## src/rtl/fir_xifu_pkg.sv

```systemverilog
// Shared types and widths for the FIR XIF SIMD MAC engine.
// The struct widths follow the default engine configuration below.
package fir_xifu_pkg;

  localparam int FIR_LANES     = 2;
  localparam int FIR_DW        = 16;
  localparam int FIR_AW        = 40;
  localparam int FIR_NB_REGS   = 4;
  localparam int FIR_XLEN      = 32;
  localparam int FIR_ID_W      = 4;
  localparam int FIR_ACC_IDX_W = (FIR_NB_REGS > 1) ? $clog2(FIR_NB_REGS) : 1;
  localparam int FIR_SUM_W     = FIR_AW + $clog2(FIR_LANES);

  typedef enum logic [1:0] {
    FIR_MAC   = 2'd0,
    FIR_CLR   = 2'd1,
    FIR_RDSAT = 2'd2,
    FIR_NOP   = 2'd3
  } fir_xifu_mac_op_e;

  typedef struct packed {
    fir_xifu_mac_op_e               op;
    logic [FIR_ACC_IDX_W-1:0]       acc;
    logic [FIR_ID_W-1:0]            id;
    logic [FIR_LANES*FIR_DW-1:0]    a;
    logic [FIR_LANES*FIR_DW-1:0]    b;
    logic [5:0]                     shift;
  } fir_xifu_mac_req_t;

  typedef struct packed {
    logic [FIR_ID_W-1:0] id;
    logic                we;
    logic [FIR_XLEN-1:0] data;
  } fir_xifu_mac_res_t;

  // Index width that stays legal for a single-entry range.
  function automatic int clog2_min1(input int n);
    return (n > 1) ? $clog2(n) : 1;
  endfunction

endpackage

```

## src/rtl/fir_xifu_commit_tbl.sv

```systemverilog
// Id-indexed {seen, kill} table for XIF commit tracking. A commit
// arriving in the same cycle as the lookup is forwarded to the query port.
module fir_xifu_commit_tbl #(
  parameter int ID_W = 4
) (
  input  logic            clk,
  input  logic            rst,
  input  logic            clear,
  input  logic            set_valid,
  input  logic [ID_W-1:0] set_id,
  input  logic            set_kill,
  input  logic            ret_valid,
  input  logic [ID_W-1:0] ret_id,
  input  logic [ID_W-1:0] query_id,
  output logic            query_seen,
  output logic            query_kill
);

  localparam int N = 1 << ID_W;

  logic [N-1:0] seen;
  logic [N-1:0] kill;
  logic         hit;

  // Same-cycle commit bypass for the op currently waiting to retire.
  always_comb begin
    hit        = set_valid && (set_id == query_id);
    query_seen = seen[query_id] | hit;
    query_kill = hit ? set_kill : kill[query_id];
  end

  // Record commits; retirement releases the entry (and wins over a bypassed commit).
  always_ff @(posedge clk or posedge rst) begin
    if (rst) begin
      seen <= '0;
      kill <= '0;
    end else if (clear) begin
      seen <= '0;
      kill <= '0;
    end else begin
      if (set_valid) begin
        seen[set_id] <= 1'b1;
        kill[set_id] <= set_kill;
      end
      if (ret_valid) begin
        seen[ret_id] <= 1'b0;
        kill[ret_id] <= 1'b0;
      end
    end
  end

endmodule

```

## src/rtl/fir_xifu_simd_mac.sv

```systemverilog
// SIMD multiply-accumulate engine for the FIR XIF coprocessor.
// Pipeline: operand reg (_p1) -> product reg (_p2) -> commit-gated retire -> result reg.
// Build option: define FIR_XIFU_ROUND_EN for round-half-up on RDSAT; otherwise RDSAT truncates.
module fir_xifu_simd_mac
  import fir_xifu_pkg::*;
#(
  parameter int LANES   = FIR_LANES,
  parameter int DW      = FIR_DW,
  parameter int AW      = FIR_AW,
  parameter int NB_REGS = FIR_NB_REGS,
  parameter int XLEN    = FIR_XLEN,
  parameter int ID_W    = FIR_ID_W
) (
  input  logic                             clk_i,
  input  logic                             rst_i,
  input  logic                             clear_i,
  input  logic                             req_valid_i,
  output logic                             req_ready_o,
  input  logic [1:0]                       req_op_i,
  input  logic [clog2_min1(NB_REGS)-1:0]   req_acc_i,
  input  logic [ID_W-1:0]                  req_id_i,
  input  logic [LANES*DW-1:0]              req_a_i,
  input  logic [LANES*DW-1:0]              req_b_i,
  input  logic [5:0]                       req_shift_i,
  input  logic                             commit_valid_i,
  input  logic [ID_W-1:0]                  commit_id_i,
  input  logic                             commit_kill_i,
  output logic                             res_valid_o,
  input  logic                             res_ready_i,
  output logic [ID_W-1:0]                  res_id_o,
  output logic                             res_we_o,
  output logic [XLEN-1:0]                  res_data_o
);

  localparam int ACC_IDX_W = clog2_min1(NB_REGS);
  localparam int PROD_W    = 2 * DW;
  localparam int SUM_W     = AW + $clog2(LANES);
  // Working width for shift/round: wide enough that a 63-bit rounding
  // constant and the saturation bounds are both representable.
  localparam int WW_A      = (SUM_W + 2 > 65) ? SUM_W + 2 : 65;
  localparam int WW        = (WW_A > XLEN + 1) ? WW_A : XLEN + 1;

  function automatic logic signed [WW-1:0] shift_round(input logic signed [SUM_W-1:0] s,
                                                        input logic [5:0] sh);
    logic signed [WW-1:0] w;
    w = WW'(s);
`ifdef FIR_XIFU_ROUND_EN
    if (sh != 6'd0) w = w + (WW'(1) << (sh - 6'd1));
`endif
    return w >>> sh;
  endfunction

  function automatic logic [XLEN-1:0] sat_xlen(input logic signed [WW-1:0] v);
    logic signed [WW-1:0] mx;
    logic signed [WW-1:0] mn;
    mx = WW'({1'b0, {(XLEN-1){1'b1}}});
    mn = ~mx;
    if (v > mx)      return mx[XLEN-1:0];
    else if (v < mn) return mn[XLEN-1:0];
    else             return v[XLEN-1:0];
  endfunction

  logic                    ready_en;
  logic                    vld_p1;
  fir_xifu_mac_op_e        op_p1;
  logic [ACC_IDX_W-1:0]    acc_p1;
  logic [ID_W-1:0]         id_p1;
  logic [LANES*DW-1:0]     a_p1;
  logic [LANES*DW-1:0]     b_p1;
  logic [5:0]              shift_p1;

  logic                    vld_p2;
  fir_xifu_mac_op_e        op_p2;
  logic [ACC_IDX_W-1:0]    acc_p2;
  logic [ID_W-1:0]         id_p2;
  logic signed [PROD_W-1:0] prod_p2 [LANES];
  logic [5:0]              shift_p2;

  logic signed [PROD_W-1:0] prod_c [LANES];
  logic signed [AW-1:0]    acc_q [NB_REGS][LANES];
  logic signed [SUM_W-1:0] lane_sum;
  logic [XLEN-1:0]         rdsat_val;

  logic seen_p2, kill_p2;
  logic res_free, retire_p2, update_p2, free_p2, free_p1, move_p1, accept;

  // Handshake and stall network: S2 retires only once committed and, unless
  // killed, only when the result register can take it.
  always_comb begin
    res_free    = !res_valid_o || res_ready_i;
    retire_p2   = vld_p2 && seen_p2 && !clear_i && (kill_p2 || res_free);
    update_p2   = retire_p2 && !kill_p2;
    free_p2     = !vld_p2 || retire_p2;
    free_p1     = !vld_p1 || free_p2;
    move_p1     = vld_p1 && free_p2;
    req_ready_o = ready_en && !clear_i && free_p1;
    accept      = req_valid_i && req_ready_o;
  end

  fir_xifu_commit_tbl #(.ID_W(ID_W)) u_commit_tbl (
    .clk        (clk_i),
    .rst        (rst_i),
    .clear      (clear_i),
    .set_valid  (commit_valid_i),
    .set_id     (commit_id_i),
    .set_kill   (commit_kill_i),
    .ret_valid  (retire_p2),
    .ret_id     (id_p2),
    .query_id   (id_p2),
    .query_seen (seen_p2),
    .query_kill (kill_p2)
  );

  // Stage valids and the post-reset ready enable.
  always_ff @(posedge clk_i or posedge rst_i) begin
    if (rst_i) begin
      ready_en <= 1'b0;
      vld_p1   <= 1'b0;
      vld_p2   <= 1'b0;
    end else begin
      ready_en <= 1'b1;
      if (clear_i) begin
        vld_p1 <= 1'b0;
        vld_p2 <= 1'b0;
      end else begin
        vld_p1 <= accept || (vld_p1 && !free_p2);
        vld_p2 <= move_p1 || (vld_p2 && !retire_p2);
      end
    end
  end

  // ---- Stage 1: operand register ----
  // Capture the accepted request operands.
  always_ff @(posedge clk_i) begin
    if (accept) begin
      op_p1    <= fir_xifu_mac_op_e'(req_op_i);
      acc_p1   <= req_acc_i;
      id_p1    <= req_id_i;
      a_p1     <= req_a_i;
      b_p1     <= req_b_i;
      shift_p1 <= req_shift_i;
    end
  end

  // Per-lane signed products; 2*DW bits hold any product exactly.
  always_comb begin
    for (int l = 0; l < LANES; l++) begin
      prod_c[l] = PROD_W'($signed(a_p1[l*DW +: DW])) * PROD_W'($signed(b_p1[l*DW +: DW]));
    end
  end

  // ---- Stage 2: product register ----
  // Move the op and its products forward when S2 has room.
  always_ff @(posedge clk_i) begin
    if (move_p1) begin
      op_p2    <= op_p1;
      acc_p2   <= acc_p1;
      id_p2    <= id_p1;
      shift_p2 <= shift_p1;
      for (int l = 0; l < LANES; l++) prod_p2[l] <= prod_c[l];
    end
  end

  // RDSAT value from the selected accumulator, which already holds every older retired op.
  always_comb begin
    lane_sum = '0;
    for (int l = 0; l < LANES; l++) lane_sum = lane_sum + SUM_W'(acc_q[acc_p2][l]);
    rdsat_val = sat_xlen(shift_round(lane_sum, shift_p2));
  end

  // ---- Retire: accumulator update ----
  // MAC adds the sign-extended products (wrapping mod 2^AW); CLR zeroes the vector.
  always_ff @(posedge clk_i or posedge rst_i) begin
    if (rst_i) begin
      for (int r = 0; r < NB_REGS; r++)
        for (int l = 0; l < LANES; l++) acc_q[r][l] <= '0;
    end else if (update_p2) begin
      for (int r = 0; r < NB_REGS; r++) begin
        if (acc_p2 == ACC_IDX_W'(r)) begin
          for (int l = 0; l < LANES; l++) begin
            case (op_p2)
              FIR_MAC: acc_q[r][l] <= acc_q[r][l] + AW'(prod_p2[l]);
              FIR_CLR: acc_q[r][l] <= '0;
              default: ;
            endcase
          end
        end
      end
    end
  end

  // ---- Result register ----
  // Holds the response stable until the consumer takes it.
  always_ff @(posedge clk_i or posedge rst_i) begin
    if (rst_i) begin
      res_valid_o <= 1'b0;
      res_id_o    <= '0;
      res_we_o    <= 1'b0;
      res_data_o  <= '0;
    end else if (update_p2) begin
      res_valid_o <= 1'b1;
      res_id_o    <= id_p2;
      res_we_o    <= (op_p2 == FIR_RDSAT);
      res_data_o  <= (op_p2 == FIR_RDSAT) ? rdsat_val : '0;
    end else if (res_ready_i) begin
      res_valid_o <= 1'b0;
    end
  end

endmodule

```

## config.mk

```make
export PLATFORM = sky130hd
export DESIGN_NAME = fir_xifu_simd_mac
export DESIGN_NICKNAME = d
export VERILOG_FILES = /design/src/rtl/fir_xifu_pkg.sv /design/src/rtl/fir_xifu_commit_tbl.sv /design/src/rtl/fir_xifu_simd_mac.sv
export SDC_FILE = /design/constraint.sdc
export NUM_CORES = 2
export LEC_CHECK = 0
export BUFFER_PORTS_ARGS = -buffer_cell sky130_fd_sc_hd__buf_2
export CORE_ASPECT_RATIO = 1.5
export CORE_MARGIN = 4
export CORE_UTILIZATION = 35
export DETAILED_ROUTE_END_ITERATION = 7
export MAX_ROUTING_LAYER = met4
export SYNTH_ARGS = -nofsm -noshare
export SYNTH_HDL_FRONTEND = slang
export SYNTH_SLANG_ARGS = --single-unit
```

## constraint.sdc

```tcl
create_clock -name clk_i -period 28.5 [get_ports clk_i]
set_input_delay 1.425 -clock clk_i [delete_from_list [all_inputs] [get_ports clk_i]]
set_output_delay 1.425 -clock clk_i [all_outputs]
set_load 0.05 [all_outputs]
```

==> flow_summary.toml <==
[outcome]
status = "complete, no violations"

[grt]
antenna_found_initial = 2
track_usage_pct = 20.2
grt_overflow = 0
grt_pass1_wl_um = 282000
grt_max_degree = 185
first_global_vias = 50012

[finish]
nFillCells = 17266
seqCellArea_um2 = 14500
multi_input_area_um2 = 43000
nets = 7575
area.growth.synth_to_final_pct = 8.23
fin_area_um2 = 65900
drive_gt1_share_pct = 7.23

[worst_setup_path]
cpPeakStageDelay_ns = 0.92
crit_chain = "buf_4, buf_4, mux4_2, ha_1, a21oi_1, o21a_1, o2111ai_1, o211ai_1, a21oi_1, a2111oi_0, mux2i_1, o221a_2, nand2_1, a211oi_1, nor4_1, o2111ai_2, o211ai_1"
path_buf_inv = 2
required_ns = 29.07
worstPathArrival_ns = 7.75
cp_slowest_cell = "a2111oi_0"
critical_path_class = "flip-flop to flip-flop"
crit_fanout = 53
r2r-start = "acc_p2[0]$_DFFE_PP_"
crit_path_start_kind = "flip-flop"
end_kind = "flip-flop"
r2r-end = "res_data_o[20]$_DFFE_PP0P_"
reg2reg_slack_ns = 21.32
r2r_cells = 17
crit_path_start = "acc_p2[0]$_DFFE_PP_"
cp_top_family = "compound AO/OA/AOI/OAI gates"

[timing]
drv_slew = 0
timing.fmax_mhz = 139
fin_crit_sh_pct = 25.2
skew_ns = 0.0343
rsz0062_at_grt = "false"
finalSetupViolations = 0
setup_ws_ns = 21.32
post-route-min-period_ns = 7.18
timing_hold_violations_final = 0
relSlewSlack_pct = 16.0
tightest_slew_ns = 1.23
tns_ns = 0

[min_path]
hp-class = "flip-flop to flip-flop"
holdPathEnd = "shift_p2[5]$_DFFE_PP_"
hold_depth = 0
min_from = "shift_p1[5]$_DFFE_PP_"

[floorplanning]
fp.coreArea_um2 = 173000
ioPinCount = 128
die_height_um = 519
die_area_um2 = 181000
start_util_pct = 35.2
fp-row-count = 187
die_w_um = 349

[clock_tree]
cts.path.max_buffers = 3
cts_tree = "yes"
h-tree-depth = 3
cts_setup_buffers = 0
holdBufCountCts = 0
cts-root-buf = "clkbuf_16"
cts_resized = 0
cts_buffers = 67
clkSlewWorstSetupHoldPaths_ns = 0.06
cts_sinks = 549
clk_latency_ns = 0.68

[synthesis]
ys.warnings.count = 0
synth_edf_count = 156
async_flop_share_pct = 71.6
ys_seq_area_share_pct = 23.8
synth.area.top_cells = "fa_1 (18%), dfrtp_1 (16%), ha_1 (11%)"
synth.avg_cell_area_um2 = 9.43
syn_inst = 6462
netlist.top_cell.by_area = "fa_1"
syn_area_um2 = 60900
synth_cell_types = 98
synthFlopType = "dfrtp_1"
synth-seq-cells = 549
synth_top_area_share_pct = 17.5
syn_nets = 7600

[detailed_routing]
drt-met1-wl_um = 71400
avgViaCountPerCell = 5.49
num_vias = 48035
first_iter_violations = 2722
drc = 0
wl_per_cell_um = 20.4
drt_first_pass_iters = 6
wl_um = 179000
route.met3.wl_um = 6580
route.met2.wl_um = 88100
antenna_left = 0
highest_layer = "met4"

[power]
power.share.clock_pct = 19.0
power_density_nw_per_um2 = 70.5
ir_drop_uv = 66.0
p_leak_nw = 30.5
p_int_mw = 2.64
p_sw_mw = 2.00
pwr-share-seq_pct = 23.5
swShare_pct = 43.1
share_comb_of_total_power_pct = 57.5

[placement]
dp_hpwl_um = 139000
port_buffers = 127
gp_congestion = 0.953
post-place-ws_ns = 21.45
postPlaceCellArea_um2 = 63800

[flow_run]
cap_violations = 0
[worst max-delay path by stage]
stage | cells after the start | endpoint | slack (ns)
6_report | 17 | res_data_o[20]$_DFFE_PP0P_ | 21.32
5_1_grt | 17 | res_data_o[20]$_DFFE_PP0P_ | 20.91
4_1_cts | 17 | res_data_o[20]$_DFFE_PP0P_ | 21.43
3_5_place_dp | 17 | res_data_o[20]$_DFFE_PP0P_ | 21.45
3_3_place_gp | 22 | prod_p2[0][29]$_DFFE_PP_ | 21.61
2_1_floorplan | 1 | acc_q[0]$_DFFE_PP0P_ | 16.15
[synth_stat cells (14+ instances only)]
master / instances
a211o_1: 16
a211oi_1: 70
a21o_1: 160
a21oi_1: 334
a221oi_1: 20
a22o_1: 70
a311oi_1: 15
a31oi_1: 31
and2_1: 231
and3_1: 42
buf_1: 32
clkbuf_1: 216
dfrtp_1: 393
edfxtp_1: 156
fa_1: 533
ha_1: 516
inv_1: 647
mux2i_1: 55
mux4_2: 115
nand2_1: 789
nand2b_1: 111
nand3_1: 102
nand3b_1: 14
nand4_1: 21
nor2_1: 304
nor2b_1: 36
nor3_1: 87
nor4_1: 19
o211ai_1: 45
o21a_1: 62
o21ai_0: 290
o21bai_1: 50
o31a_1: 17
o31ai_1: 169
o41ai_1: 18
or2_2: 27
or3_1: 46
xnor2_1: 212
xor2_1: 153
[layout by cell type (no fill, tap or decap), drive strengths merged, types with 63 or more instances in the layout]
cell      n
a22o     70
buf     160
o31ai   172
dfrtp   393
xnor2   212
nand3   102
a211oi   73
clkbuf   96
ha      516
nand2b  111
fa      533
xor2    153
inv     656
nor2    304
a21oi   336
nor3     87
mux4    115
a21o    160
nand2   789
o21a     63
edfxtp  156
o21ai   293
and2    231
[routing by layer]
| metal | global-route usage, % | vias up |
|---|---|---|
| met5 | - | - |
| met4 | 12.3 | 0 |
| met3 | 2.06 | 425 |
| met2 | 34.3 | 1147 |
| met1 | 23.0 | 23879 |
| li1 | - | 22584 |
[worst register-to-register path: stages, from the launching register on]
cell	delay, ns
edfxtp_1	0.32
buf_4	0.54
buf_4	0.81
mux4_2	0.51
ha_1	0.42
a21oi_1	0.23
o21a_1	0.22
o2111ai_1	0.19
o211ai_1	0.39
a21oi_1	0.12
a2111oi_0	0.92
mux2i_1	0.23
o221a_2	0.34
nand2_1	0.18
a211oi_1	0.11
nor4_1	0.56
o2111ai_2	0.59
o211ai_1	0.42
[registers in the layout (all words and copies together) (netlist names)]
name / cells
a_p1: 32
res_data_o: 32
op_p1: 2
op_p2: 2
u_commit_tbl.kill: 16
res_we_o: 1
id_p2: 4
u_commit_tbl.seen: 16
id_p1: 4
res_id_o: 4
acc_q: 320
acc_p1: 2
shift_p1: 6
b_p1: 32
res_valid_o: 1
shift_p2: 6
acc_p2: 2
ready_en: 1
prod_p2: 64
vld_p1: 1
vld_p2: 1
[final cells by class]
class	instances	area share, %
inverter	650	3.71
antenna	2	0.00759
sequential	549	22.0
clock buffer	96	2.99
tap	2268	4.30
timing repair buffer	160	1.40
multi-input combinational	5009	65.3
clock inverter	23	0.313
[power by group through the flow]
stage | registers [mW] | clock network [mW] | logic [mW]
after detailed placement | 1.11 | 0 | 2.67
after global routing | 1.10 | 0.945 | 3.06
final | 1.09 | 0.883 | 2.67
after CTS | 1.09 | 0.918 | 2.69
after global placement | 1.11 | 0 | 2.61
after floorplan | 1.05 | 0 | 2.12
[per-stage QoR]
| stage | utilization [%] | power (mW) | hold WS (ns) | cells |
|---|---|---|---|---|
| after detailed placement | 36.8 | 3.78 | 0.405 | 8636 |
| after global placement | 36.8 | 3.71 | 0.407 | 8636 |
| final | 38.1 | 4.65 | 0.421 | 8757 |
| after floorplan | - | 3.17 | 0.400 | 6462 |
| after global routing | 38.1 | 5.10 | 0.419 | 8757 |
| after CTS | 38.1 | 4.70 | 0.421 | 8755 |
[cells by family after synthesis]
kind of cell / after synthesis / share of synthesized area (%)
muxes: 180 / 5.34
adders and majority gates: 1049 / 28.1
xor gates and xnor gates: 365 / 5.25
AOI/OAI and AO/OA: 1550 / 17.4
and+or+nand+nor: 1864 / 14.5
buffers and inverters: 904 / 5.61
other: 1 / 0.00615
DFF: 549 / 23.8
No activity file was read; power rests on OpenSTA's default activity.
